[src/rtl/uart_rx_char.sv]
// uart_rx_char: 8N1 serial receiver that feeds the ASCII case converter.
// It synchronizes rxd, times every bit from the middle of the start bit,
// and holds the last good byte on char_out. The byte is marked with a
// one-cycle char_valid pulse. A low stop bit gives a one-cycle frame_err
// pulse, and the receiver then waits for the line to go idle again.
module uart_rx_char #(
    parameter int CLKS_PER_BIT = 16
) (
    input  logic       clk,
    input  logic       rst,
    input  logic       rxd,
    output logic [7:0] char_out,
    output logic       char_valid,
    output logic       frame_err,
    output logic       busy
);

    localparam int HALF  = CLKS_PER_BIT / 2;
    localparam int CNT_W = $clog2(CLKS_PER_BIT);

    localparam logic [CNT_W-1:0] CNT_HALF_LAST = CNT_W'(HALF - 1);
    localparam logic [CNT_W-1:0] CNT_BIT_LAST  = CNT_W'(CLKS_PER_BIT - 1);

    typedef enum logic [2:0] {
        IDLE,
        START,
        DATA,
        STOP,
        BREAK
    } state_t;

    state_t           state, state_next;
    logic [CNT_W-1:0] cnt, cnt_next;
    logic [2:0]       idx, idx_next;
    logic [7:0]       shift, shift_next;
    logic [7:0]       char_next;
    logic             valid_next;
    logic             err_next;
    logic             s1, rxs;

    // Two-flop synchronizer for the asynchronous line; it resets to the idle level.
    always_ff @(posedge clk) begin
        // NOTE: sequential state uses non-blocking assignments, so every flop
        // samples its inputs from before the edge, whatever the statement order.
        if (rst) begin
            s1  <= 1'b1;
            rxs <= 1'b1;
        end else begin
            s1  <= rxd;
            rxs <= s1;
        end
    end

    // State, counters, data path and output strobes. Reset has priority over everything.
    always_ff @(posedge clk) begin
        if (rst) begin
            state      <= IDLE;
            cnt        <= '0;
            idx        <= '0;
            shift      <= '0;
            char_out   <= '0;
            char_valid <= 1'b0;
            frame_err  <= 1'b0;
        end else begin
            state      <= state_next;
            cnt        <= cnt_next;
            idx        <= idx_next;
            shift      <= shift_next;
            char_out   <= char_next;
            char_valid <= valid_next;
            frame_err  <= err_next;
        end
    end

    // Next-state logic. Timing starts from the middle of the start bit, and each
    // later sample is taken a full bit period after the one before.
    always_comb begin
        // NOTE: every signal gets a default value first. A path that does not
        // assign a signal then keeps this value, so no latch is inferred.
        state_next = state;
        cnt_next   = cnt;
        idx_next   = idx;
        shift_next = shift;
        char_next  = char_out;
        valid_next = 1'b0;
        err_next   = 1'b0;

        unique case (state)
            IDLE: begin
                if (!rxs) begin
                    state_next = START;
                    cnt_next   = '0;
                end
            end
            START: begin
                if (cnt == CNT_HALF_LAST) begin
                    cnt_next = '0;
                    if (!rxs) begin
                        state_next = DATA;
                        idx_next   = '0;
                    end else begin
                        // The line went high again before mid-bit, so this was a glitch.
                        state_next = IDLE;
                    end
                end else begin
                    cnt_next = cnt + 1'b1;
                end
            end
            DATA: begin
                if (cnt == CNT_BIT_LAST) begin
                    cnt_next   = '0;
                    shift_next = {rxs, shift[7:1]};
                    idx_next   = idx + 3'd1;
                    if (idx == 3'd7) begin
                        state_next = STOP;
                    end
                end else begin
                    cnt_next = cnt + 1'b1;
                end
            end
            STOP: begin
                if (cnt == CNT_BIT_LAST) begin
                    cnt_next = '0;
                    if (rxs) begin
                        char_next  = shift;
                        valid_next = 1'b1;
                        state_next = IDLE;
                    end else begin
                        err_next   = 1'b1;
                        state_next = BREAK;
                    end
                end else begin
                    cnt_next = cnt + 1'b1;
                end
            end
            BREAK: begin
                // A long low line gives only one error. Wait here until the line is idle.
                if (rxs) begin
                    state_next = IDLE;
                end
            end
            default: begin
                state_next = IDLE;
                cnt_next   = '0;
            end
        endcase
    end

    assign busy = (state != IDLE);

endmodule
[config.mk]
export PLATFORM = sky130hd
export DESIGN_NAME = uart_rx_char
export DESIGN_NICKNAME = d
export VERILOG_FILES = /design/src/rtl/uart_rx_char.sv
export SDC_FILE = /design/constraint.sdc
export NUM_CORES = 1
export LEC_CHECK = 0
export CAP_MARGIN = 10
export CORE_MARGIN = 2
export CORE_UTILIZATION = 45
export DETAILED_ROUTE_END_ITERATION = 7
export PLACE_DENSITY = 0.64
export SYNTH_ARGS = -nofsm -noshare
export SYNTH_HDL_FRONTEND = slang
export SYNTH_SLANG_ARGS = --single-unit
[constraint.sdc]
create_clock -name clk -period 3.2 [get_ports clk]
set_input_delay 0.8 -clock clk [delete_from_list [all_inputs] [get_ports clk]]
set_output_delay 0.8 -clock clk [all_outputs]
set_load 0.01 [all_outputs]
==> results <==
- Of the total power, the clock network draws 0.432.
- The latest clock arrival within the worst-skew pair is around 330 ps.
- Of the total power, registers draw 0.534.
- The number of gates resized after CTS was 0.
- The width of the chip is approximately 59 um.
- The share of total power dissipated in combinational logic is 0.035.
- The iteration count of the initial detailed-routing pass is 4.
- The footprint of the flip-flops and latches is about 600 sq um.
- The number of hold violations in the final report is 0.
- After detailed routing, the total wire length is 2.55 mm.
- Summing over every cut layer, the via total after detailed routing is between 1,000 and 1,500.
- The layer with the highest usage after global routing is met2.
- The count of cells along the worst register-to-register path is 4.
- The run finished with clean final reports.
- At the end of the flow the core is filled with cells to 0.532.
- In this run the critical register-to-register path is launched from state[1].
- The estimated wirelength of the detail-placed design is around 1.7 mm.
- The launch instance of the worst min-delay path is s1.
- The first global-routing pass estimated between 4 and 5 mm of wire.
- The fraction of the yosys area taken by sequential cells is 0.438.
- The number of fill cells is about 290.
- At the worst endpoint, the arrival time is between 1500 and 2000 ps.
- Across the VDD grid, the largest voltage drop is between 0.15 and 0.2 mV.
- The final setup TNS is 0 ps.
- The worst register-to-register path ends at char_out[4].
- Synthesis inferred 30 register bits.
- The minimum period implied by the final worst setup slack is ~2400 ps.
- The number of buffers and inverters on the critical path is 1.
- The number of clock buffers added by TritonCTS is 5.
- The count of nets left with antenna violations once routing finished came out at 0.
- The count of hold buffers inserted by post-cts repair is 0.
- The mean instance size in the synthesized netlist is between 9 and 10 sq um.
- At the pin with the least slew margin, the transition time is a little under 900 ps.
- For this run, the slowest stage of the critical path takes ~480 ps.
- The number of nets in the final layout is 166.
- The clock tree skew after final layout is ~8.1 ps.
- Pin placement for this block handled 14 I/O pins.
- Measured against its own limit, the worst slew margin works out to 0.413.
- The met2 routing resource usage after global routing is 0.249.
- The footprint of the multi-input gates is approximately 700 sq um.
- Entering global routing, the biggest net connects 32 pins.
- In the final routed layout, each cell accounts on average for ~13 um.
- When the netlist entered floorplanning its net count stood at 154.
- The effective utilization at floorplan is 0.460.
- For this run, the number of Yosys warnings is 0.
- The via density per instance is 5.67.
- The final count of pins violating max slew is 0.
- The clock transition at the register clock pins on the worst setup and hold paths after CTS is approximately 90 ps.
- The die covers approximately 3500 sq um.
- Of all nets on the critical path, the largest fanout is 14.
- The diode insertion count for antenna repair is 0.
- The floorplan has 20 rows.
- For this run, global-route usage on met3 was measured as 0.0786.
- The kind of cell with the highest combined delay along the critical path is buffers and inverters.
- The tool flagged a number of max-cap violations equal to 0.
- After technology mapping, the gate count stands at ~150.
- The switching fraction of total power is 0.198.
- In this run the tool buffered the top-level ports with 13 buffer cells.
- The path class of the lowest-slack min-delay path is reg -> reg.
- For this run, global-route usage on met1 was measured as 0.204.
- The number of antenna violations at the first check in global routing was 0.
- The area of the core is a little under 3000 sq um.
- The slowest cell on the critical path is sky130_fd_sc_hd__clkdlybuf4s50_1.
- The end point of the worst hold path is rxs.
- The final clock period utilization by the worst path is 0.754.
- The number of failing setup endpoints in the final timing report is 0.
- Routability-driven placement finished with a final weighted congestion of approximately 0.76.
- The internal power of the cells totals 571 uW.
- The cell sitting at the root of the clock tree is a sky130_fd_sc_hd__clkbuf_4.
- From bottom edge to top edge, the die measures around 59 um.
- The total standard cell area after synthesis is ~1400 sq um.
- Power spread over the standard cell area amounts to approximately 450 nW/um^2.
- The global route total overflow is 0.
- The signal on the critical path passes through or3_1, clkdlybuf4s50_1.
- The number of clock sinks is 30.
- Setup repair after global routing left no endpoint under its margin.
- The fraction of final layout cells with drive strength greater than 1 is 0.100.
- The total global-route track usage is 0.168.
- For this run, the top clock speed supported by timing is approximately 0.41 GHz.
- The layout-stage area growth over the synthesis result is 15.5%.
- The worst setup path is of the reg -> out kind.
- The switching power of the nets is roughly 140 uW.
- In this run the static leakage power is about 0.00053 uW.
- The number of stages on the worst hold path is 1.
- The startpoint type of the worst setup path is a flop.
- The via count of the first global-routing pass came to slightly below 1,000.
- The DRC violation count after routing is 0.
- The slack of the worst reg-to-reg path is around 1500 ps.
- The violation count after the first detailed-route iteration is 42.
- STA classifies the critical path endpoint as a primary output.
- TritonCTS built the clock tree.
- The number of levels the H-tree was split into is 2.
- The total setup buffers inserted after CTS is 0.
- The number of unique standard cell types used by synthesis is 35.
- The maximum buffer depth of the clock tree is 2.
- The data required time at the worst endpoint is approximately 2400 ps.
## routing by layer
metal,share of wire,up-vias
met5,0,-
met4,0.020,0
met3,0.037,6
met2,0.47,20
met1,0.48,520
li1,-,548
## power groups by stage
stage	registers [uW]	logic (uW)	clock network (uW)
global placement	388	23.7	0
global route	381	27.1	335
detailed placement	388	24.9	0
finish	380	24.8	307
floorplan	386	19.3	0
CTS	380	24.9	314
## state kept, by name, summed over array words and instances, names as in the netlist
register	count
shift	8
rxs	1
idx	3
char_out	8
char_valid	1
state	3
cnt	4
frame_err	1
s1	1
## kinds of logic after synthesis
family | after synthesis | synth area share
buffers and inverters | 13 | 0.0484
muxes | 8 | 0.0584
AOI/OAI and AO/OA | 34 | 0.159
xor gates and xnor gates | 3 | 0.0192
adders and majority gates | 3 | 0.0274
and+or+nand+nor | 57 | 0.249
DFF | 30 | 0.438
## cell type report
type | count | area share
inverter | 3 | 0.00711
clock buffer | 6 | 0.0324
timing repair buffer | 15 | 0.0917
sequential | 30 | 0.379
clock inverter | 1 | 0.0190
multi-input combinational | 105 | 0.444
tap | 33 | 0.0261
## per-stage QoR
step | hold WS, ps | worst slack (ps) | power [uW] | instance area [sq um] | std cells
final | 422 | 786 | 712 | 1580 | 193
after global routing | 432 | 701 | 742 | 1580 | 193
after CTS | 420 | 777 | 719 | 1580 | 193
after detailed placement | 397 | 830 | 413 | 1500 | 186
after global placement | 395 | 900 | 412 | 1500 | 186
after floorplan | 389 | 1520 | 406 | 1370 | 148
## worst max path at each step
stage               cells after the start  endpoint     start  slack (ps)
global route                            2      busy  state[0]         700
floorplan                               2      busy  state[0]        1520
finish                                  2      busy  state[0]         790
global placement                        4    cnt[3]       rst         900
detailed placement                      4    cnt[3]       rst         830
CTS                                     2      busy  state[0]         780
## cells in the mapped netlist, drive strengths merged
cell type / instances / area [sq um]
o22ai: 1 / 6.26
and3: 1 / 6.26
nand2b: 19 / 119
nand4b: 2 / 17.5
o31a: 1 / 8.76
buf: 6 / 40.0
ha: 3 / 37.5
nand3b: 1 / 7.51
o21a: 2 / 15.0
xor2: 3 / 26.3
nand2: 5 / 18.8
a211oi: 3 / 27.5
mux2i: 8 / 80.1
or4b: 1 / 13.8
o31ai: 1 / 7.51
and4b: 1 / 10.0
o21ai: 9 / 45.0
o21ba: 1 / 10.0
nor2: 4 / 15.0
nor2b: 4 / 25.0
o32ai: 2 / 17.5
nor4b: 1 / 8.76
a21oi: 11 / 55.1
and4: 1 / 10.0
a32oi: 2 / 17.5
inv: 3 / 11.3
clkbuf: 4 / 15.0
nor3: 2 / 10.0
or3: 1 / 6.26
dfxtp: 30 / 601
o211ai: 1 / 7.51
nand3: 11 / 55.1
or2: 3 / 18.8
## cells in the final DEF, fill, tap and decap left out, types with 2 or more instances in the layout
cell / n
sky130_fd_sc_hd__ha_1: 3
sky130_fd_sc_hd__nand2b_1: 19
sky130_fd_sc_hd__buf_4: 2
sky130_fd_sc_hd__xor2_1: 3
sky130_fd_sc_hd__inv_1: 3
sky130_fd_sc_hd__a21oi_1: 11
sky130_fd_sc_hd__a211oi_1: 2
sky130_fd_sc_hd__clkbuf_4: 5
sky130_fd_sc_hd__or2_2: 3
sky130_fd_sc_hd__nand2_1: 5
sky130_fd_sc_hd__dfxtp_1: 30
sky130_fd_sc_hd__nand4b_1: 2
sky130_fd_sc_hd__nor3_1: 2
sky130_fd_sc_hd__o32ai_1: 2
sky130_fd_sc_hd__a32oi_1: 2
sky130_fd_sc_hd__nand3_1: 11
sky130_fd_sc_hd__clkdlybuf4s50_1: 13
sky130_fd_sc_hd__mux2i_1: 8
sky130_fd_sc_hd__o21a_1: 2
sky130_fd_sc_hd__nor2b_1: 4
sky130_fd_sc_hd__nor2_1: 4
sky130_fd_sc_hd__o21ai_0: 9
Note: power is estimated with default switching activity, not from simulation.
